## config.mk

```make
export PLATFORM = sky130hd
export DESIGN_NAME = pc_fetch_ctrl
export DESIGN_NICKNAME = d
export VERILOG_FILES = /design/src/rtl/pc_fetch_ctrl.sv
export SDC_FILE = /design/constraint.sdc
export NUM_CORES = 1
export LEC_CHECK = 0
export CAP_MARGIN = 20
export CORE_MARGIN = 3
export CORE_UTILIZATION = 47
export DETAILED_ROUTE_END_ITERATION = 16
export PLACE_DENSITY = 0.76
export SYNTH_ARGS = -nofsm -noshare
export SYNTH_HDL_FRONTEND = slang
export SYNTH_SLANG_ARGS = --single-unit
export TNS_END_PERCENT = 1
```

## constraint.sdc

```tcl
create_clock -name clk -period 3.43 [get_ports clk]
set_input_delay 0.8575 -clock clk [delete_from_list [all_inputs] [get_ports clk]]
set_output_delay 0.8575 -clock clk [all_outputs]
set_load 0.02 [all_outputs]
```

## src/rtl/pc_fetch_ctrl.sv

```systemverilog
// pc_fetch_ctrl: program-counter controller for the instruction-fetch stage.
// Owns the PC register, drives the next-PC mux select, and sequences fetch
// through idle, free-running, single-step and halted modes.
module pc_fetch_ctrl #(
  parameter int addr_width = 10,
  parameter int cnt_width  = 16
) (
  input  logic                  clk,
  input  logic                  reset,
  input  logic                  start,
  input  logic                  step_mode,
  input  logic                  step,
  input  logic                  stall,
  input  logic                  branch_taken,
  input  logic [addr_width-1:0] branch_target,
  input  logic                  halt_detected,
  output logic [addr_width-1:0] pc,
  output logic                  pc_sel,
  output logic                  imem_en,
  output logic                  if_flush,
  output logic                  running,
  output logic                  halted,
  output logic [cnt_width-1:0]  fetch_count
);

  localparam logic [1:0] S_IDLE = 2'd0;
  localparam logic [1:0] S_RUN  = 2'd1;
  localparam logic [1:0] S_STEP = 2'd2;
  localparam logic [1:0] S_HALT = 2'd3;

  localparam logic [addr_width-1:0] PC_ONE  = {{(addr_width-1){1'b0}}, 1'b1};
  localparam logic [cnt_width-1:0]  CNT_ONE = {{(cnt_width-1){1'b0}}, 1'b1};

  logic [1:0]            state, state_nxt;
  logic                  step_pending, pending_nxt;
  logic                  adv;
  logic [addr_width-1:0] pc_nxt;
  logic [cnt_width-1:0]  cnt_nxt;

  // Counter increment that sticks at all-ones instead of wrapping.
  function automatic logic [cnt_width-1:0] sat_inc(input logic [cnt_width-1:0] v);
    if (&v) return v;
    return v + CNT_ONE;
  endfunction

  // PC increment; wraps from all-ones back to zero by natural overflow.
  function automatic logic [addr_width-1:0] pc_inc(input logic [addr_width-1:0] v);
    return v + PC_ONE;
  endfunction

  // Advance qualifier: halt beats stall and branch; a mode switch costs one cycle.
  always_comb begin
    adv = 1'b0;
    if (!reset) begin
      case (state)
        S_RUN:   adv = !stall && !halt_detected && !step_mode;
        S_STEP:  adv = (step || step_pending) && !stall && !halt_detected && step_mode;
        default: adv = 1'b0;
      endcase
    end
  end

  // Next-state, pending-step and PC/counter selection.
  always_comb begin
    state_nxt   = state;
    pending_nxt = step_pending;
    pc_nxt      = pc;
    cnt_nxt     = fetch_count;
    case (state)
      S_IDLE: begin
        pending_nxt = 1'b0;
        if (start) state_nxt = step_mode ? S_STEP : S_RUN;
      end
      S_RUN: begin
        pending_nxt = 1'b0;
        if (halt_detected)  state_nxt = S_HALT;
        else if (step_mode) state_nxt = S_STEP;
      end
      S_STEP: begin
        if (halt_detected) begin
          state_nxt   = S_HALT;
          pending_nxt = 1'b0;
        end else if (!step_mode) begin
          state_nxt   = S_RUN;
          pending_nxt = 1'b0;
        end else if (stall) begin
          // Any number of steps during one stall collapse into one advance.
          if (step) pending_nxt = 1'b1;
        end else if (adv) begin
          pending_nxt = 1'b0;
        end
      end
      default: begin
        pending_nxt = 1'b0;
        if (start) begin
          state_nxt = step_mode ? S_STEP : S_RUN;
          pc_nxt    = '0;
          cnt_nxt   = '0;
        end
      end
    endcase
    if (adv) begin
      pc_nxt  = branch_taken ? branch_target : pc_inc(pc);
      cnt_nxt = sat_inc(fetch_count);
    end
  end

  // State, PC and retired-fetch counter registers.
  always_ff @(posedge clk) begin
    if (reset) begin
      state        <= S_IDLE;
      step_pending <= 1'b0;
      pc           <= '0;
      fetch_count  <= '0;
    end else begin
      state        <= state_nxt;
      step_pending <= pending_nxt;
      pc           <= pc_nxt;
      fetch_count  <= cnt_nxt;
    end
  end

  assign pc_sel   = adv && branch_taken;
  assign if_flush = adv && branch_taken;
  assign imem_en  = (state == S_RUN) || (state == S_STEP);
  assign running  = (state == S_RUN);
  assign halted   = (state == S_HALT);

endmodule
```

# Word-level counts from Yosys, hierarchy flattened
# Cells that the tools add are included.
[classes]
mux = 22
reduce_logical = 22
add_sub_neg = 2
eq_ne = 8
n_bitwise = 2
[op_table]
columns = ["cell", "n"]
rows = [
  ["two-way mux 16 bit", 4],
  ["two-way mux 10 bit", 4],
  ["adder 16 x 1 -> 16 bit, second input constant", 1],
  ["AND reduction 16 bit", 1],
  ["two-way mux 2 bit", 6],
  ["adder 10 x 1 -> 10 bit, second input constant", 1],
  ["!= test 3 bit, second input constant", 3],
  ["logical AND 1 bit", 6],
  ["two-way mux 1 bit", 6],
  ["AND reduction 3 bit", 2],
  ["== test 2 bit, second input constant", 2],
  ["case mux 2 bit (2 select lines)", 1],
  ["AND reduction 2 bit", 2],
  ["nonzero test 2 bit", 2],
  ["OR reduction 4 bit", 1],
  ["logical NOT 1 bit", 3],
  ["nonzero test 3 bit", 1],
  ["OR reduction 3 bit", 1],
  ["== test 2 x 1 -> 1 bit, second input constant", 1],
  ["logical NOT 2 bit", 1],
  ["logical OR 1 bit", 2],
  ["!= test 2 x 1 -> 1 bit, second input constant", 1],
  ["!= test 2 bit, second input constant", 1],
  ["NOT 1 bit", 2],
  ["case mux 1 bit (2 select lines)", 1],
]
[totals]
ff_bits = 29
elab_cells = 60
out_inout_bits = 31
in_bits = 18

# Depth between registers and ports, before layout
[depth]
depth_word = 9
depth_mapped = 10
depth_no_buf = 7

# Worst setup path before layout
# Ideal clock, no wire load.
[synth_timing]
path_type = "input port to output port"
startpoint = "in stall"
endpoint = "out pc_sel"
n_path_buf = 3
t_arrival_ps = 2232
stages = 6
slack_ps = 340
required_time_ps = 2572
path_cell_list = "nor4_1 -> o311a_1 -> buf_6 -> clkbuf_1 -> and2_1 -> buf_4"
[synth_between]
elab_chain_cells = 7
elab_cells_between_ends = 9
[synth_lines]
columns = ["element", "line", "rtl"]
rows = [
  ["from (decl)", "13", "input logic stall,"],
  ["logical NOT 1 bit (*)", "56, 57", ""],
  ["logical AND 1 bit (3 in series)", "57", "S_STEP: adv = (step || step_pending) && !stall && !halt_detected && step_mode;"],
  ["case mux 1 bit (2 select lines) (*)", "55", "case (state)"],
  ["two-way mux 1 bit (*)", "54", "if (!reset) begin"],
  ["logical AND 1 bit (*)", "--", ""],
  ["to (decl)", "18", "output logic pc_sel,"],
]
# Mark *: on every way between the ends. The rest lies on a longest branch, timed or not.

# Final worst setup path
[layout_timing]
startpoint = "in stall"
endpoint = "out pc_sel"
[layout_between]
elab_chain_cells = 7
elab_cells_between_ends = 9
[layout_lines]
columns = ["element", "line", "rtl"]
rows = [
  ["logical NOT 1 bit (*)", "56, 57", ""],
  ["logical AND 1 bit (3 in series)", "57", ""],
  ["case mux 1 bit (2 select lines) (*)", "55", ""],
  ["two-way mux 1 bit (*)", "54", ""],
  ["logical AND 1 bit (*)", "123", "assign pc_sel = adv && branch_taken;"],
]
# Marks and branches as above.

==> results.py <==
metrics = {
    "status": {
        "outcome": "complete, no violations",
    },
    "setup_path": {
        "worstSetupStartpointType": "input pin",
        "worstPathRequired_ns": 2.57,
        "crit_start": "stall",
        "reg2reg_depth": 8,
        "rr_endpoint": "fetch_count[10]",
        "critPathArrivalTime_ns": 2.42,
        "reg2reg_slack_ns": 0.79,
        "reg2reg_from": "state[1]",
        "worst-path-max-fanout": 2,
        "crit_path_end_kind": "output pin",
        "critPathCapture": "pc_sel",
        "path_class": "input pin to output pin",
    },
    "clock_tree": {
        "clock_latency_ns": 0.34,
        "path_clk_slew_ns": 0.10,
        "ctsHtreeMaxLevel": 2,
        "cts_hold_buf": 0,
        "cts_root_buf": "clkbuf_4",
        "tritoncts": "yes",
        "numCtsBuffers": 5,
        "clock-sinks": 29,
        "clk_path_buf_depth": 2,
    },
    "sta": {
        "clock_skew_ns": 0.0147,
        "period_needed_ns": 3.28,
        "slew_viol_final": 0,
        "fmax_mhz": 305,
        "hold_viol_final": 0,
        "setup-violations-final": 0,
        "rsz0062_at_grt": "no",
        "tightest_slew_ns": 0.772,
        "fin_crit_sh": 0.956,
        "max_slew_margin": 0.485,
    },
    "floorplan": {
        "io_pins": 49,
        "die_area_sq_um": 4380,
        "initial_utilization": 0.498,
        "chipWidth_um": 66.2,
        "die_h_um": 66.2,
        "core-area_sq_um": 3420,
        "rows": 21,
    },
    "detailed_routing": {
        "viasPerCell": 5.75,
        "drtPass1Iterations": 4,
        "wl_per_cell_um": 14.0,
        "dr.first_iter.drc_count": 73,
        "num_vias": 1781,
        "wl_mm": 4.35,
        "final_antenna_net_count": 0,
        "drc_errors": 0,
    },
    "synthesis": {
        "synth_ff_type": "dfxtp_1",
        "synth_edf_count": 0,
        "syn_nets": 236,
        "ys_seq_elements": 29,
        "syn_area_sq_um": 1700,
        "synthArstFlopShare": 0,
        "ys_warn_count": 0,
        "synthCells": 213,
        "ys_types": 41,
        "synth_seq_area_share": 0.341,
        "syn_area_per_cell_sq_um": 7.98,
    },
    "place": {
        "dpl.hpwl_mm": 3.07,
        "gp_congestion": 0.774,
        "io_buffers": 48,
        "place_inst": 302,
    },
    "pwr": {
        "power_density_nw_per_um2": 353,
        "p_leak_nw": 0.763,
        "peakVddDrop_mv": 0.185,
    },
    "min_path": {
        "worstHoldPathType": "flip-flop to flip-flop",
        "hold-path-cell-count": 2,
    },
    "layout": {
        "final_nets": 286,
        "final_cells": 310,
        "layout_common_cells": "clkdlybuf4s50_1, dfxtp_1, nand2_1, a21oi_1",
        "drive_gt1_frac": 0.0947,
        "diodes": 0,
        "area_growth_pct": 34.2,
        "final_util": 0.668,
        "layout_commonest_cell": "clkdlybuf4s50_1",
    },
    "global_routing": {
        "grt_pass1_vias": 1576,
        "grt_max_degree": 24,
        "grt-ovfl-total": 0,
        "grt_antenna_before_repair": 0,
        "grt_pass1_wl_mm": 7.58,
        "grt.total_usage": 0.222,
    },
    "run": {
        "maxCapViolCount": 0,
    },
}
-- Yosys cell counts (3+ instances only) --
| cell type | n | area share |
|---|---|---|
| dfxtp_1 | 29 | 0.34 |
| a21oi_1 | 22 | 0.065 |
| nand2_1 | 22 | 0.049 |
| nand3_1 | 15 | 0.044 |
| nor2_1 | 15 | 0.033 |
| o31ai_1 | 12 | 0.053 |
| or4_1 | 12 | 0.053 |
| inv_1 | 8 | 0.018 |
| o21ai_0 | 6 | 0.018 |
| clkbuf_1 | 5 | 0.011 |
| ha_1 | 5 | 0.037 |
| a22oi_1 | 4 | 0.018 |
| a311oi_1 | 4 | 0.021 |
| a32oi_1 | 4 | 0.021 |
| and3_1 | 4 | 0.015 |
| a31oi_1 | 3 | 0.011 |
| and2_1 | 3 | 0.011 |
| buf_1 | 3 | 0.0066 |
| buf_2 | 3 | 0.0088 |
| buf_6 | 3 | 0.020 |
| nand4_1 | 3 | 0.011 |
| o32ai_1 | 3 | 0.015 |
-- layout make-up --
class                   count  area (sq um)
well taps                  46          57.6
fillers                   298          1130
multi-input cells         161          1010
clock buffers               6          41.3
flip-flops and latches     29           581
clock inverters             2          10.0
repair buffers             58           553
inverters                   8          30.0
-- cells by family (layout without fill, tap and decap cells) --
logic type,Yosys count,in the layout,share of synthesized area
compound gates,65,65,0.258
xor+xnor,2,2,0.0103
fa+ha+maj,5,5,0.0368
buf+inv,23,74,0.0684
flops,29,29,0.341
mux,3,3,0.0206
simple gates,86,86,0.265
-- critical path, stage by stage --
cell and delay (ns):
clkdlybuf4s50_1 0.45, nor4_2 0.34, o311a_1 0.26, and2_1 0.17
dlygate4sd2_1 0.34
-- state kept, by name, indices dropped and copies added (netlist names) --
name          flops
pc               10
step_pending      1
state             2
fetch_count      16
-- stage by stage --
| step | hold slack, ns | worst slack (ns) | power (mW) | area (sq um) | TNS, ns |
|---|---|---|---|---|---|
| 2_1_floorplan | 0.470 | 0.340 | 0.517 | 1700 | 0 |
| 3_3_place_gp | 0.480 | -0.109 | 0.608 | 2230 | -0.217 |
| 3_5_place_dp | 0.492 | -0.161 | 0.613 | 2230 | -0.321 |
| 4_1_cts | 0.505 | 0.163 | 0.814 | 2280 | 0 |
| 5_1_grt | 0.535 | 0.0705 | 0.855 | 2280 | 0 |
| 6_report | 0.504 | 0.151 | 0.806 | 2280 | 0 |
-- where the power goes --
group / leakage [nW] / internal, mW / switching (mW) / total, mW
Clock: 0.0320 / 0.0779 / 0.123 / 0.200
Sequential: 0.234 / 0.348 / 0.0120 / 0.360
Combinational: 0.497 / 0.118 / 0.128 / 0.246
Total: 0.763 / 0.544 / 0.262 / 0.806
-- how the worst min path moves through the flow --
stage               slack, ns               to             from
floorplan                0.47         state[0]         state[0]
global placement         0.48  fetch_count[12]  fetch_count[12]
detailed placement       0.49  fetch_count[14]  fetch_count[14]
CTS                      0.50  fetch_count[14]  fetch_count[14]
global route             0.54  fetch_count[12]  fetch_count[12]
finish                   0.50  fetch_count[14]  fetch_count[14]
-- what timing repair did --
item                                    CTS  global route
buffers inserted                          0             0
resized for setup                         3             0
endpoints found under the hold margin     0             0
endpoints found under the setup margin    2             0
-- per-layer routing --
metal  GRT usage  share of wire  vias to the layer above
li1            -              -                      912
met2       0.338           0.47                       41
met1       0.300           0.47                      822
met3      0.0578          0.052                        6
met5           0              0                        -
met4      0.0787          0.013                        0
No activity file was read; power rests on OpenSTA's default activity.
